==> src/rtl/hazard_fwd_unit.sv <==
// hazard_fwd_unit
// ---------------------------------------------------------------------------
// Forwarding and hazard controller for the 5-stage MIPS pipeline.
// It tracks the destination register of the instructions in EX, MEM and WB.
// It produces the registered operand selects for the two EX operand muxes
// and the operand force-zero line. It also produces the load-use stall and
// inserts bubbles into EX.
//
// Configuration macro: HAZARD_FWD_BYPASS_EN
//   defined     : full forwarding. Only a load-use hazard stalls.
//   not defined : selects are always 00. Any RAW dependency stalls until
//                 the producer has retired from WB.
//
// Ports
//   clk         in  1       rising-edge clock
//   rst         in  1       synchronous active-high reset
//   id_valid    in  1       ID holds a real instruction
//   id_rs/rt    in  REG_AW  ID source registers
//   id_use_rs/rt in 1       instruction actually reads rs / rt
//   id_rd       in  REG_AW  ID destination register
//   id_reg_we   in  1       ID instruction writes id_rd
//   id_is_load  in  1       ID instruction is a load
//   flush       in  1       redirect from EX, squashes ID
//   fwd_a_sel   out 2       operand A select (00 RF, 01 EX/MEM, 10 MEM/WB, 11 WB latch)
//   fwd_b_sel   out 2       operand B select
//   op_zero     out 1       EX holds a bubble, operands forced to 0
//   stall       out 1       hold PC and IF/ID (combinational)
// ---------------------------------------------------------------------------
module hazard_fwd_unit #(
  parameter int REG_AW = 5
) (
  input  logic              clk,
  input  logic              rst,
  input  logic              id_valid,
  input  logic [REG_AW-1:0] id_rs,
  input  logic [REG_AW-1:0] id_rt,
  input  logic              id_use_rs,
  input  logic              id_use_rt,
  input  logic [REG_AW-1:0] id_rd,
  input  logic              id_reg_we,
  input  logic              id_is_load,
  input  logic              flush,
  output logic [1:0]        fwd_a_sel,
  output logic [1:0]        fwd_b_sel,
  output logic              op_zero,
  output logic              stall
);

  typedef struct packed {
    logic              valid;
    logic [REG_AW-1:0] rd;
    logic              we;
    logic              load;
  } entry_t;

  localparam entry_t ENTRY_NONE = '{valid: 1'b0, rd: {REG_AW{1'b0}}, we: 1'b0, load: 1'b0};

  entry_t ex_r, mem_r, wb_r;

  logic       hit_ex_s, hit_mem_s, hit_wb_s;
  logic       hazard_s, stall_s, advance_s;
  logic [1:0] sel_a_s, sel_b_s;
  logic       unused_load_s;

  // A producer writes a real register. $0 never forwards and never stalls.
  function automatic logic is_prod(input entry_t e);
    return e.valid & e.we & (e.rd != {REG_AW{1'b0}});
  endfunction

  // A used source register matches a producer entry.
  function automatic logic src_hit(input entry_t e, input logic use_src,
                                   input logic [REG_AW-1:0] src);
    return use_src & is_prod(e) & (e.rd == src);
  endfunction

`ifdef HAZARD_FWD_BYPASS_EN
  // Youngest matching producer wins. A wb match still needs the latch,
  // because the RF write lands on the same edge as the ID read.
  function automatic logic [1:0] sel_for(input entry_t e_ex, input entry_t e_mem,
                                         input entry_t e_wb, input logic use_src,
                                         input logic [REG_AW-1:0] src);
    logic [1:0] s;
    if (src_hit(e_ex, use_src, src)) begin
      s = 2'b01;
    end else if (src_hit(e_mem, use_src, src)) begin
      s = 2'b10;
    end else if (src_hit(e_wb, use_src, src)) begin
      s = 2'b11;
    end else begin
      s = 2'b00;
    end
    return s;
  endfunction
`endif

  // Only the ex entry's load bit is consulted. The other entries keep theirs
  // so that the entries stay uniform.
  assign unused_load_s = ^{mem_r.load, wb_r.load};

  // Hazard detection, select computation and the ID->EX advance decision.
  always_comb begin
    hit_ex_s  = src_hit(ex_r,  id_use_rs, id_rs) | src_hit(ex_r,  id_use_rt, id_rt);
    hit_mem_s = src_hit(mem_r, id_use_rs, id_rs) | src_hit(mem_r, id_use_rt, id_rt);
    hit_wb_s  = src_hit(wb_r,  id_use_rs, id_rs) | src_hit(wb_r,  id_use_rt, id_rt);
`ifdef HAZARD_FWD_BYPASS_EN
    hazard_s  = hit_ex_s & ex_r.load;
    sel_a_s   = sel_for(ex_r, mem_r, wb_r, id_use_rs, id_rs);
    sel_b_s   = sel_for(ex_r, mem_r, wb_r, id_use_rt, id_rt);
`else
    // Without bypass, a consumer waits until no producer is in flight.
    hazard_s  = hit_ex_s | hit_mem_s | hit_wb_s | (hit_ex_s & ex_r.load);
    sel_a_s   = 2'b00;
    sel_b_s   = 2'b00;
`endif
    // flush overrides stall. An empty ID slot never stalls.
    stall_s   = id_valid & ~flush & hazard_s;
    advance_s = id_valid & ~flush & ~stall_s;
  end

  assign stall = stall_s;

  // Pipeline tracking entries and registered EX operand controls.
  always_ff @(posedge clk) begin
    if (rst) begin
      ex_r      <= ENTRY_NONE;
      mem_r     <= ENTRY_NONE;
      wb_r      <= ENTRY_NONE;
      fwd_a_sel <= 2'b00;
      fwd_b_sel <= 2'b00;
      op_zero   <= 1'b1;
    end else begin
      wb_r  <= mem_r;
      mem_r <= ex_r;
      if (advance_s) begin
        ex_r      <= '{valid: 1'b1, rd: id_rd, we: id_reg_we, load: id_is_load};
        fwd_a_sel <= sel_a_s;
        fwd_b_sel <= sel_b_s;
        op_zero   <= 1'b0;
      end else begin
        ex_r      <= ENTRY_NONE;
        fwd_a_sel <= 2'b00;
        fwd_b_sel <= 2'b00;
        op_zero   <= 1'b1;
      end
    end
  end

endmodule

==> config.mk <==
export PLATFORM = sky130hd
export DESIGN_NAME = hazard_fwd_unit
export DESIGN_NICKNAME = d
export VERILOG_FILES = /design/src/rtl/hazard_fwd_unit.sv
export SDC_FILE = /design/constraint.sdc
export NUM_CORES = 1
export LEC_CHECK = 0
export ABC_AREA = 1
export BUFFER_PORTS_ARGS = -buffer_cell sky130_fd_sc_hd__buf_2
export CAP_MARGIN = 20
export CORE_UTILIZATION = 52
export DETAILED_ROUTE_END_ITERATION = 16
export HOLD_SLACK_MARGIN = 0.08
export PLACE_DENSITY_LB_ADDON = 0.12
export SETUP_SLACK_MARGIN = 0.2
export SLEW_MARGIN = 40
export SYNTH_ARGS = -nofsm -noshare
export SYNTH_HDL_FRONTEND = slang
export SYNTH_SLANG_ARGS = --single-unit
==> constraint.sdc <==
create_clock -name clk -period 1.6 [get_ports clk]
set_clock_uncertainty 0.1 [all_clocks]
set_input_delay 0.08 -clock clk [delete_from_list [all_inputs] [get_ports clk]]
set_output_delay 0.08 -clock clk [all_outputs]
set_load 0.05 [all_outputs]
==> results by stage <==
Outcome:
- The flow ran to the end, but the final reports show violations.
- The checks that failed: setup timing.

Yosys:
- The Yosys step of the flow raised 0 warnings.
- Yosys mapped the design onto 17 distinct sky130hd cell types.
- In the synthesized netlist, the number of instances is 206.
- The synthesized area divided by synthesized cell count is 5.93 um2.
- The share of the Yosys chip area taken by registers is 36.1%.
- The register bit total from synthesis is 22.
- The synthesized netlist occupies a cell area of 1220 um2.

Setup path:
- STA classifies the critical path endpoint as an output port.
- Setup slack on the worst reg-to-reg path comes out at 140 ps.
- STA classifies the critical path startpoint as a flip-flop.
- The buffering stage count on the worst path with inverters included is 3.
- The signal on the critical path passes through inv_1 -> nand2_1 -> nand2_1 -> nor2_2 -> nand3_1 -> nand2_1 -> nand2_2 -> nand3_2 -> nand2_2 -> clkinvlp_4 -> buf_8.
- Grouping stages by cell kind, the critical path spends the most delay in simple AND/OR/NAND/NOR gates.
- The critical path depth in cells is 11.
- In this run the worst path has a maximum fanout of 4.
- The most common cell type on the critical path is sky130_fd_sc_hd__nand2_1.
- STA puts the critical path data required time at 1420 ps.
- STA puts the critical path data arrival time at 1580 ps.
- The cell type of the slowest stage on the worst timing path is sky130_fd_sc_hd__dfxtp_2.
- In this design, the stage delay of the slowest critical-path cell is 400 ps.
- The depth of the most critical reg-to-reg path is 10.
- The critical setup path kind is flip-flop to output port.

Routing:
- The wire length the detailed router placed on met1 is 1.31 mm.
- The number of remaining DRC errors is 0.
- The iteration count of the initial detailed-routing pass is 4.
- Dividing the detail-routed wire length by the instance count gives 10.7 um.
- The final layout contains routed wiring with a total length of 2.89 mm.
- For this block, the initial DRC count from the detailed router was 36.
- In the detailed route, the total length drawn on met3 is about 120 um.
- In the routed layout, each cell is associated on average with a via count of 4.66.
- The uppermost metal layer occupied by signal nets is met4.
- The length of routed met2 wiring is 1.42 mm.
- The number of vias in the routed layout is between 1000 and 1500.
- The number of nets with antenna violations after detailed routing is 0.

Placement:
- The routability-driven placement congestion ratio is 0.961.
- Once detailed placement completed, the half-perimeter wirelength came to 2.06 mm.
- The number of buffers added on ports is 23.

CTS:
- No sink is reached through more buffers than the 2 on the longest clock path.
- The clock slew seen by the registers of the worst setup and hold paths is 120 ps.
- The later-pin clock latency in the skew report is approximately 310 ps.
- CTS placed an instance of sky130_fd_sc_hd__clkbuf_4 at the clock tree root.
- Counting every sink on the clock net gives 22.
- TritonCTS built the clock tree.
- The number of CTS-inserted buffers is 3.
- In this run the number of H-tree levels came out at 1.

Timing:
- The post-layout minimum cycle time is 1760 ps.
- Setup repair after global routing could not meet its margin everywhere.
- The highest achievable clock rate is 568 MHz.
- The sum of negative setup slack is -160 ps.
- The hold violation count in the final report was 0.
- Once routing completed, OpenROAD measured the worst setup slack at -160 ps.
- Setup violations remaining at the end of the flow were counted as 1.
- The final-report max-slew violation count is 0.
- The final hold slack is 330 ps.
- The post-route clock period utilization is 110%.

Final layout:
- The leading cell type in the layout, fill and taps excluded is sky130_fd_sc_hd__nand2_1.
- The final standard cell utilization of the core is between 70 and 80%.
- The antenna diode instance count is 0.
- Relative to the synthesized area, the layout overhead comes to 30.6%.
- The share of cells above drive strength 1 is between 20 and 30%.
- The library cells used most frequently in the layout, excluding fill and tap cells, are 58 x sky130_fd_sc_hd__nand2_1, 39 x sky130_fd_sc_hd__nor2_1, 33 x sky130_fd_sc_hd__inv_1.
- The post-layout net count is 267.

Die:
- The die covers between 2000 and 3000 um2.
- The number of standard-cell rows in the floorplan is 17.
- The core region is 2210 um2.
- The initial utilization of the core area, before any placement, comes to 55.2%.
- For this design the top-level I/O count stands at 29.
- The die height is 50.5 um.
- The horizontal extent of the die is 50.5 um.

Power:
- For this design the static power due to leakage is about 0.88 nW.
- The power density relative to cell area is 667 nW/um2.
- The peak ir drop on the vdd network is 0.634 mV.
- The total power consumption of the routed design is 1.06 mW.

Min path:
- The min-delay analysis places its worst path in the category flip-flop to flip-flop.
- Counting instances, the worst hold path has a depth of 2.

Global route:
- The initial antenna violation count was 0.
- Entering global routing, the biggest net connects 16 pins.
- The global route total overflow is 0.
- The aggregate global-route resource usage is around 25%.
- The global-route wire length before repair is 4.70 mm.
- The via count of the first global-routing pass is about 1200.

Flow run:
- The max-cap violation count is 0.
## cell usage after synthesis
cell	number	area [um2]
sky130_fd_sc_hd__a21oi_1	2	10.0
sky130_fd_sc_hd__buf_4	4	30.0
sky130_fd_sc_hd__clkbuf_1	1	3.75
sky130_fd_sc_hd__conb_1	1	3.75
sky130_fd_sc_hd__dfxtp_1	22	440
sky130_fd_sc_hd__inv_1	41	154
sky130_fd_sc_hd__inv_2	1	3.75
sky130_fd_sc_hd__nand2_1	62	233
sky130_fd_sc_hd__nand2_2	1	6.26
sky130_fd_sc_hd__nand3_1	12	60.1
sky130_fd_sc_hd__nand4_1	1	6.26
sky130_fd_sc_hd__nand4_4	1	21.3
sky130_fd_sc_hd__nor2_1	44	165
sky130_fd_sc_hd__nor3_1	2	10.0
sky130_fd_sc_hd__o21ai_0	3	15.0
sky130_fd_sc_hd__o21ai_1	3	15.0
sky130_fd_sc_hd__xor2_1	5	43.8
## worst paths after layout
check	endpoint	from
worst min-delay path	wb_r[1]	mem_r[1]
worst min register to register	wb_r[1]	mem_r[1]
worst max-delay path	stall	mem_r[5]
worst max register to register	ex_r[6]	mem_r[5]
## stage by stage
| stage | worst slack (ps) | area (um2) | cells |
|---|---|---|---|
| final | -160 | 1600 | 271 |
| after global routing | -278 | 1600 | 271 |
| after CTS | -115 | 1560 | 271 |
| after detailed placement | 60.5 | 1370 | 257 |
| after global placement | 86.9 | 1370 | 257 |
| after floorplan | 234 | 1240 | 209 |
## final cells by class
type / instances / area (um2)
inverter: 42 / 164
fill: 182 / 617
timing repair buffer: 35 / 238
tap: 28 / 35.0
clock buffer: 4 / 36.3
sequential: 22 / 465
multi-input combinational: 140 / 657
## where the power goes
group	internal (mW)	total (mW)	switching (mW)
logic	0.0742	0.192	0.117
clock network	0.139	0.307	0.168
registers	0.556	0.565	0.00936
total	0.769	1.06	0.295
## cells by family after synthesis
kind of cell           after synthesis  share of synthesized area, %
AO/OA/AOI/OAI                        8                          3.28
XOR/XNOR                             5                          3.59
other                                1                         0.307
buffers and inverters               47                          15.7
AND/OR/NAND/NOR                    123                          41.1
flip-flops                          22                          36.1
## what timing repair did
action / 4_1_cts / 5_1_grt
hold endpoints to repair: 21 / 0
gates resized for setup: 29 / 17
hold buffers: 9 / 0
setup buffers: 1 / 0
endpoints found under the setup margin: 9 / 9
pin swaps: 6 / 7
## registers in the layout, indices dropped and copies added, names as in the netlist
name / flops
wb_r: 7
op_zero: 1
mem_r: 7
ex_r: 7
## routing by layer
layer,GRT usage (%),vias up
met1,28.4,546
met2,47.6,39
met3,2.73,6
met4,8.33,0
li1,-,672
met5,0,-
## worst reg2reg max path: stages (launching register included)
cell	delay (ps)
sky130_fd_sc_hd__dfxtp_2	400
sky130_fd_sc_hd__inv_1	90
sky130_fd_sc_hd__nand2_1	60
sky130_fd_sc_hd__nand2_1	60
sky130_fd_sc_hd__nor2_2	110
sky130_fd_sc_hd__nand3_1	80
sky130_fd_sc_hd__nand2_1	80
sky130_fd_sc_hd__nand2_2	70
sky130_fd_sc_hd__buf_4	140
sky130_fd_sc_hd__nand4_4	130
sky130_fd_sc_hd__nor2_1	50
(Power assumes the default switching activity.)
